**src/rtl/cpu_ctrl_pkg.sv**
```systemverilog
// cpu_ctrl_pkg
// Shared types and default constants for the CPU run/halt controller and the
// phase-clock divider. The divider period and the controller's CYCLE_LEN
// both come from CPU_CYCLE_LEN, so they cannot drift apart.
package cpu_ctrl_pkg;

  typedef enum logic [1:0] {
    ST_RST_HOLD = 2'd0,
    ST_HALT     = 2'd1,
    ST_RUN      = 2'd2,
    ST_STEP     = 2'd3
  } run_state_e;

  localparam int CPU_CYCLE_LEN = 101;
  localparam int BTN_DEBOUNCE  = 1_000_000;

endpackage

```
**src/rtl/cpu_run_ctrl_btn_debounce.sv**
```systemverilog
// btn_debounce
// Two-flop synchronizer, level debounce and rising-edge pulse for one raw
// board button.
//
// Ports:
//   clk_100M  in   system clock
//   rst       in   synchronous active-high reset
//   btn       in   raw asynchronous button level
//   evt       out  1-tick pulse on a rising edge of the debounced level
module btn_debounce
  import cpu_ctrl_pkg::*;
#(
  parameter int DEBOUNCE = BTN_DEBOUNCE
) (
  input  logic clk_100M,
  input  logic rst,
  input  logic btn,
  output logic evt
);

  localparam int CNT_W = (DEBOUNCE > 1) ? $clog2(DEBOUNCE) : 1;

  logic [1:0]       sync_q;
  logic             level;
  logic             level_d;
  logic [CNT_W-1:0] stable_cnt;

  // stable_cnt counts consecutive ticks where the synchronized input disagrees
  // with the accepted level; any agreement (a bounce back) restarts it.
  always_ff @(posedge clk_100M) begin
    if (rst) begin
      sync_q     <= 2'b00;
      level      <= 1'b0;
      level_d    <= 1'b0;
      stable_cnt <= '0;
      evt        <= 1'b0;
    end else begin
      sync_q  <= {sync_q[0], btn};
      level_d <= level;
      evt     <= level & ~level_d;
      if (sync_q[1] != level) begin
        if (stable_cnt == CNT_W'(DEBOUNCE - 1)) begin
          level      <= sync_q[1];
          stable_cnt <= '0;
        end else begin
          stable_cnt <= stable_cnt + CNT_W'(1);
        end
      end else begin
        stable_cnt <= '0;
      end
    end
  end

endmodule

```
**src/rtl/cpu_run_ctrl.sv**
```systemverilog
// cpu_run_ctrl
// Run/halt/single-step controller for the multi-cycle core. Holds the core
// and divider in reset after power-on, then gates the divider/core with
// cpu_en in whole CPU cycles (CYCLE_LEN ticks) so a halt never cuts a cycle
// short.
//
// Ports:
//   clk_100M    in   system clock
//   rst         in   synchronous active-high reset
//   btn_run     in   raw RUN button
//   btn_step    in   raw STEP button
//   halt_in     in   halt request from core (level)
//   cpu_rst_n   out  active-low reset to divider and core
//   cpu_en      out  advance enable for divider/core
//   phase_cnt   out  position within the current CPU cycle
//   cpu_cycles  out  completed CPU cycles since reset
//   running     out  high in RUN
//
// state        | meaning
// -------------+--------------------------------------------------------
// ST_RST_HOLD  | counting down RST_HOLD ticks, cpu_rst_n held low
// ST_HALT      | core frozen, phase_cnt parked at 0
// ST_RUN       | free-running; stop_pend ends it at the next cycle boundary
// ST_STEP      | exactly one CPU cycle, then back to HALT
module cpu_run_ctrl
  import cpu_ctrl_pkg::*;
#(
  parameter int CYCLE_LEN = CPU_CYCLE_LEN,
  parameter int DEBOUNCE  = BTN_DEBOUNCE,
  parameter int RST_HOLD  = 16,
  parameter bit START_RUN = 1'b0
) (
  input  logic                         clk_100M,
  input  logic                         rst,
  input  logic                         btn_run,
  input  logic                         btn_step,
  input  logic                         halt_in,
  output logic                         cpu_rst_n,
  output logic                         cpu_en,
  output logic [$clog2(CYCLE_LEN)-1:0] phase_cnt,
  output logic [31:0]                  cpu_cycles,
  output logic                         running
);

  localparam int PH_W   = $clog2(CYCLE_LEN);
  localparam int HOLD_W = (RST_HOLD > 1) ? $clog2(RST_HOLD) : 1;

  run_state_e        state;
  logic [HOLD_W-1:0] hold_cnt;
  logic              stop_pend;
  logic              run_evt;
  logic              step_evt;
  logic              phase_last;

  btn_debounce #(.DEBOUNCE(DEBOUNCE)) u_run (
    .clk_100M (clk_100M),
    .rst      (rst),
    .btn      (btn_run),
    .evt      (run_evt)
  );

  btn_debounce #(.DEBOUNCE(DEBOUNCE)) u_step (
    .clk_100M (clk_100M),
    .rst      (rst),
    .btn      (btn_step),
    .evt      (step_evt)
  );

  assign phase_last = (phase_cnt == PH_W'(CYCLE_LEN - 1));

  always_ff @(posedge clk_100M) begin
    if (rst) begin
      state      <= ST_RST_HOLD;
      hold_cnt   <= HOLD_W'(RST_HOLD - 1);
      cpu_rst_n  <= 1'b0;
      cpu_en     <= 1'b0;
      phase_cnt  <= '0;
      cpu_cycles <= '0;
      running    <= 1'b0;
      stop_pend  <= 1'b0;
    end else begin
      if (cpu_en) begin
        if (phase_last) begin
          phase_cnt  <= '0;
          cpu_cycles <= cpu_cycles + 32'd1;
        end else begin
          phase_cnt <= phase_cnt + PH_W'(1);
        end
      end

      case (state)
        ST_RST_HOLD: begin
          if (hold_cnt == '0) begin
            cpu_rst_n <= 1'b1;
            if (START_RUN) begin
              state   <= ST_RUN;
              cpu_en  <= 1'b1;
              running <= 1'b1;
            end else begin
              state <= ST_HALT;
            end
          end else begin
            hold_cnt <= hold_cnt - HOLD_W'(1);
          end
        end
        ST_HALT: begin
          // Run beats step on a tie; a run request is refused while the core
          // itself is asking to halt, but stepping is still allowed.
          if (run_evt && !halt_in) begin
            state   <= ST_RUN;
            cpu_en  <= 1'b1;
            running <= 1'b1;
          end else if (step_evt) begin
            state  <= ST_STEP;
            cpu_en <= 1'b1;
          end
        end
        ST_RUN: begin
          if (stop_pend && phase_last) begin
            state     <= ST_HALT;
            cpu_en    <= 1'b0;
            running   <= 1'b0;
            stop_pend <= 1'b0;
          end else if (run_evt || halt_in) begin
            stop_pend <= 1'b1;
          end
        end
        ST_STEP: begin
          if (phase_last) begin
            state  <= ST_HALT;
            cpu_en <= 1'b0;
          end
        end
        default: begin
          state   <= ST_HALT;
          cpu_en  <= 1'b0;
          running <= 1'b0;
        end
      endcase
    end
  end

endmodule

```
**config.mk**
```make
export PLATFORM = sky130hd
export DESIGN_NAME = cpu_run_ctrl
export DESIGN_NICKNAME = d
export VERILOG_FILES = /design/src/rtl/cpu_ctrl_pkg.sv /design/src/rtl/cpu_run_ctrl_btn_debounce.sv /design/src/rtl/cpu_run_ctrl.sv
export SDC_FILE = /design/constraint.sdc
export NUM_CORES = 1
export LEC_CHECK = 0
export CAP_MARGIN = 20
export CORE_MARGIN = 2
export CORE_UTILIZATION = 30
export DETAILED_ROUTE_END_ITERATION = 16
export GPL_TIMING_DRIVEN = 0
export HOLD_SLACK_MARGIN = 0.02
export PLACE_DENSITY = 0.48
export SYNTH_ARGS = -nofsm -noshare
export SYNTH_HDL_FRONTEND = slang
export SYNTH_SLANG_ARGS = --single-unit
```
**constraint.sdc**
```tcl
create_clock -name clk_100M -period 2.9 [get_ports clk_100M]
set_input_delay 0.58 -clock clk_100M [delete_from_list [all_inputs] [get_ports clk_100M]]
set_output_delay 0.58 -clock clk_100M [all_outputs]
set_load 0.01 [all_outputs]
```
# Word-level counts from Yosys, hierarchy flattened
# Cells that the tools add are included.
[word_totals] reg_bits=99 in_bits=5 output_inout_bits=42 word_cells=79
[op_classes] addsub=5 eq_ne=13 muxes=16 n_bitwise=7 reduce_logical=20
[ops] operator="$add 20x1->20 const B" n=2
[ops] operator="$eq 20x20->1 const B" n=2
[ops] operator="$add 32x1->32 const B" n=1
[ops] operator="$reduce_and 2->1" n=6
[ops] operator="$mux 2" n=5
[ops] operator="$ne 2x2->1 const B" n=4
[ops] operator="$pmux 2 s4" n=1
[ops] operator="$reduce_and 4->1" n=2
[ops] operator="$add 7x1->7 const B" n=1
[ops] operator="$eq 7x7->1 const B" n=1
[ops] operator="$mux 1" n=7
[ops] operator="$mux 7" n=1
[ops] operator="$reduce_or 3->1" n=2
[ops] operator="$not 1->1" n=5
[ops] operator="$eq 2x2->1 const B" n=2
[ops] operator="$logic_not 4->1" n=1
[ops] operator="$reduce_bool 2->1" n=2
[ops] operator="$sub 4x1->4 const B" n=1
[ops] operator="$ne 3x2->1 const B" n=1
[ops] operator="$pmux 1 s3" n=1
[ops] operator="$reduce_and 3->1" n=1
[ops] operator="$reduce_bool 3->1" n=1
[ops] operator="$and 1x1->1" n=2
[ops] operator="$eq 2x1->1 const B" n=1
[ops] operator="other kinds (6)" n=8

# Longest topological paths before layout
# Gate-level depths: netlist of run 1.
[logic_depth] ltp_word=4 depth_mapped=8

# Cells and area by module
# From an unflattened synthesis of run 1, not the netlist that was laid out.
[unflattened] cells_unflattened=504 hier_area_um2=4448.0
[by_module_without_submodules] mod="cpu_run_ctrl" instances=1 cells_per_inst=258 area_per_inst_um2=2283.4
[by_module_without_submodules] mod="btn_debounce" instances=2 cells_per_inst=123 area_per_inst_um2=1082.3

# Least setup slack after synthesis of run 1
# OpenSTA, ideal clock, no wires.
[synth_path] path_type="register -> register" from="register cpu_cycles[0]" to="register cpu_cycles[28]" setup_time_ns=0.070 arrival_ns=2.343 required_time_ns=2.830 slack_ns=0.486 path_stages_with_launch=8 synth_period_minus_slack_ns=2.414 path_cell_list="dfxtp_1 -> ha_1 -> nand3_2 -> or4_4 -> or3_4 -> buf_6 -> or4_1 -> a21oi_1"
[synth_via] elab_chain_cells=1
[synth_rtl] element="start: declaration" line_no="cpu_run_ctrl.sv:41" source="output logic [31:0] cpu_cycles,"
[synth_rtl] element="start signal: assignment" line_no="cpu_run_ctrl.sv:85" source="cpu_cycles <= cpu_cycles + 32'd1;"
[synth_rtl] element="$add 32x1->32" line_no="cpu_run_ctrl.sv:85"
# No other way between the ends.
# A chain may end at the register's enable or synchronous reset.

# Worst setup path after layout of run 1
# Ends and elaborated chain as after synthesis.

==> results of run 1 <==
## final cells by class
| class | count | area, um^2 | share of cell area |
|---|---|---|---|
| repair buffers | 45 | 450.4 | 0.08594 |
| plain buffers | 16 | 68.82 | 0.01313 |
| well taps | 180 | 225.2 | 0.04297 |
| multi-input cells | 362 | 2182 | 0.4163 |
| flip-flops and latches | 99 | 1982 | 0.3781 |
| clock buffers | 9 | 225.2 | 0.04297 |
| clock inverters | 7 | 58.81 | 0.01122 |
| inverters | 13 | 48.80 | 0.009310 |
## power groups by stage
stage	logic [mW]	registers, mW	clock network [mW]
global route	0.0807	1.38	1.26
CTS	0.0737	1.38	1.21
finish	0.0711	1.38	1.15
detailed placement	0.0733	1.41	0
floorplan	0.0419	1.41	0
global placement	0.0716	1.41	0
## routing by layer
layer	track usage	vias up
met3	0.04982	7
met2	0.1968	43
met5	0	-
met1	0.1700	1627
li1	-	1785
met4	0.03622	0
## worst max-delay path: stages, from the launching register on
cell and delay [ns]:
dfxtp_1 0.42, ha_1 0.21, nand3_2 0.19, or4_4 0.55, or3_4 0.35, buf_6 0.15, or4_1 0.50, a21oi_1 0.15
## how the worst min path moves through the flow
stage	startpoint	endpoint	slack (ns)	cells past startpoint
2_1_floorplan	u_run.level_d	u_run.evt	0.37	1
3_3_place_gp	u_step.level_d	u_step.evt	0.37	1
3_5_place_dp	u_step.level_d	u_step.evt	0.37	1
4_1_cts	u_step.level_d	u_step.evt	0.38	1
5_1_grt	u_step.level_d	u_step.evt	0.40	1
6_report	u_step.level_d	u_step.evt	0.38	1
## logic make-up after synthesis
logic type,after synthesis,share of synthesized area
and+or+nand+nor,250,0.2989
muxes,5,0.01198
buffers and inverters,29,0.02747
xor gates and xnor gates,67,0.1371
adders and majority gates,6,0.01753
DFF,99,0.4629
AOI/OAI and AO/OA,34,0.04413
## synthesized netlist by cell type, drive strengths merged, types with 2 or more instances
cell type	instances	area (um^2)
dfxtp	99	1982
nor2	94	352.8
xnor2	36	315.3
xor2	31	271.5
nand3	29	150.1
nand2	26	97.59
nand4	18	118.9
a21oi	17	85.08
nor4	17	106.4
inv	13	48.80
clkbuf	12	45.04
nor2b	12	75.07
or3	12	83.83
o21ai	10	50.05
and3	7	43.79
nor3	7	35.03
ha	6	75.07
and4	5	43.79
buf	4	23.77
mux2i	4	40.04
nand2b	4	25.02
nor4b	4	35.03
or2	4	25.02
or4	4	35.03
and2	3	18.77
o31ai	2	15.01
## state kept, by name, summed over array words and instances, names as in the netlist
register / count
cpu_en: 1
u_step.level_d: 1
running: 1
u_step.sync_q: 2
phase_cnt: 7
stop_pend: 1
u_run.sync_q: 2
state: 2
hold_cnt: 4
u_run.stable_cnt: 20
cpu_rst_n: 1
u_step.stable_cnt: 20
u_step.level: 1
u_run.level: 1
u_step.evt: 1
u_run.evt: 1
u_run.level_d: 1
cpu_cycles: 32
## cell usage in the layout, fill, tap and decap left out, types with 2 or more instances in the layout
cell             count
o21ai_0             10
nor4_1              17
clkbuf_1            12
and3_1               7
nor4b_1              4
buf_1                2
nand4_1             17
or3_2                3
nand3_1             28
mux2i_1              4
xor2_1              31
ha_1                 6
xnor2_1             36
nor2_1              94
inv_1               13
o31ai_1              2
clkdlybuf4s50_1     45
dfxtp_1             99
or2_2                4
nand2_1             26
inv_6                3
nor2b_1             12
nor3_1               7
and2_1               3
and4_1               5
or4_1                2
or3_1                8
a21oi_1             17
clkbuf_16            9
nand2b_1             4
## per-stage QoR
stage | util | total power, mW | hold slack (ns)
after floorplan | - | 1.453 | 0.3674
after global placement | 0.3558 | 1.482 | 0.3746
after detailed placement | 0.3558 | 1.485 | 0.3711
after CTS | 0.3761 | 2.659 | 0.3822
after global routing | 0.3761 | 2.727 | 0.4030
final | 0.3761 | 2.605 | 0.3807
==> results.txt, run 1 <==
----------------------------------------------------
[Status]
  Result of the run ... finished, final reports clean

[Logic synthesis]
  Number of storage elements in the synthesis netlist ... between 90 and 100
  Number of standard cells after synthesis ... a little under 500
  Yosys Warn Count ... 0
  Average cell area after synthesis ... between 8 and 9 um^2
  Most used DFF post-synth ... dfxtp_1
  Area of the mapped netlist ... ~4300 um^2
  Number of synthesized flops with an enable pin ... 0
  Sequential element share of the synthesized area ... 0.4629
  Post-synth cell types ... 44
  Number of nets in the synthesized netlist ... 501
  Share of synthesized registers carrying an async set or reset ... 0

[Layout]
  Fraction of final layout cells sized beyond drive strength 1 ... 0.05626
  Design area ... between 5000 and 6000 um^2
  Fin nets ... around 560
  Count of placed standard cells in the final layout, fillers left out ... ~730
  Synth-to-layout area growth ... 22.41%
  Antenna cells ... 0
  Layout fillers ... around 1400

[Timing]
  Number of failing hold endpoints at the final stage ... 0
  Setup TNS ... 0 ns
  Setup repair after global routing missed its margin ... no
  Setup WS post-layout ... 0.3185 ns
  Max-slew violation count ... 0
  Final worst-path cycle share ... 0.8902
  Worst slew pin tran ... between 0.9 and 1 ns
  Maximum frequency from static timing analysis ... 387.4 MHz
  Period minus WS final ... around 2.6 ns
  Total of endpoints with negative setup slack in the final report ... 0
  Tightest slew margin relative to the limit ... 0.3368
  Clock Skew ... 0.004421 ns

[Route]
  DR vias/cell ... about 4.7
  Final routed wire length divided by cell count ... 12.40 um
  Total number of vias ... 3462
  Drc violations ... 0
  Router iterations before antenna repair ... 5
  Post-DRT Antenna Nets ... 0
  Total routed wire length on the met1 layer ... between 4 and 5 mm
  Max Used Layer ... met4
  DRC marker count from the first detailed-route iteration ... about 200
  Final routed wirelength across all metal layers ... around 9 mm
  Routed wl met2 ... between 4 and 5 mm
  Met3 WL ... 347 um

[Clock tree]
  Total number of H-tree levels ... 3
  CTS tree ... built
  Post CTS Setup Buffer Count ... 0
  Later-pin clock latency in the skew report ... approximately 0.35 ns
  Number of resized instances in the post-cts repair step ... 0
  CTS clk-pin slew, worst paths ... 0.07 ns
  Clock buffers created by TritonCTS ... 9
  Post-cts hold buffer count ... 0
  Max Root-Sink Buffers ... 2
  CTS sink count ... 99
  Clock Tree Root ... clkbuf_16

[Power and ir drop]
  Cell area power density ... 496.9 nW/um^2
  Switching Share ... 0.2326
  Peak VDD IR ... ~0.33 mV
  Cell-internal power ... about 2 mW
  Static leakage ... 1.664 nW
  Switching Power ... between 600 and 700 uW
  Share of power burned in the clock network ... 0.443
  Sequential share of power ... 0.530
  Combinational share of power ... 0.027

[Critical path]
  R2R Path Start ... cpu_cycles[0]
  Critical Path Fanout Max ... 10
  Endpoint kind of the worst setup timing path ... register
  Worst Path Arrival ... about 2.9 ns
  Worst R2R Setup Slack ... ~0.32 ns
  Crit. Startpoint ... cpu_cycles[0]
  Critical path class ... reg2reg
  Startpoint type of the worst setup path ... register
  Critical path data required time ... 3.18 ns
  End point of the critical path ... cpu_cycles[28]
  FF-to-FF path depth ... 7
  Capture instance of the worst register-to-register path ... cpu_cycles[28]

[Place]
  Post-Place Cells ... around 720
  HPWL reported at the end of detailed placement ... about 6.6 mm
  Placer congestion estimate ... approximately 0.76
  Standard cell area after detailed placement ... 4957 um^2
  Port Buf Inserts ... between 40 and 50
  Setup slack at placement ... roughly 0.34 ns

[Die]
  Core box area ... between 10000 and 15000 um^2
  Die area ... between 15000 and 20000 um^2
  I/O Pins ... 47
  Number of standard-cell rows in the floorplan ... 43
  Floorplan die width ... 123.5 um
  Initial Utilization ... 0.3073
  Die height ... ~120 um

[GRT]
  Leftover overflow at the end of global routing ... 0
  Vias in the first global route ... between 3000 and 4000
  Largest net degree at the start of global routing ... 19
  Global-route wire length before repair ... roughly 15 mm
  Initial antenna violation count ... 0
  Overall global routing resource usage ... 0.1292

[Flow run]
  Max Cap Violations ... 0

[Worst hold path]
  Worst hold path type ... reg2reg

----------------------------------------------------
Power figures use the tool's default switching activity.
==> inputs of run 2 (changes only) <==
- CTS_CLUSTER_DIAMETER: unset -> 100
==> results of run 2 <==
Final layout, timing and power as in run 1 (identical DEF).
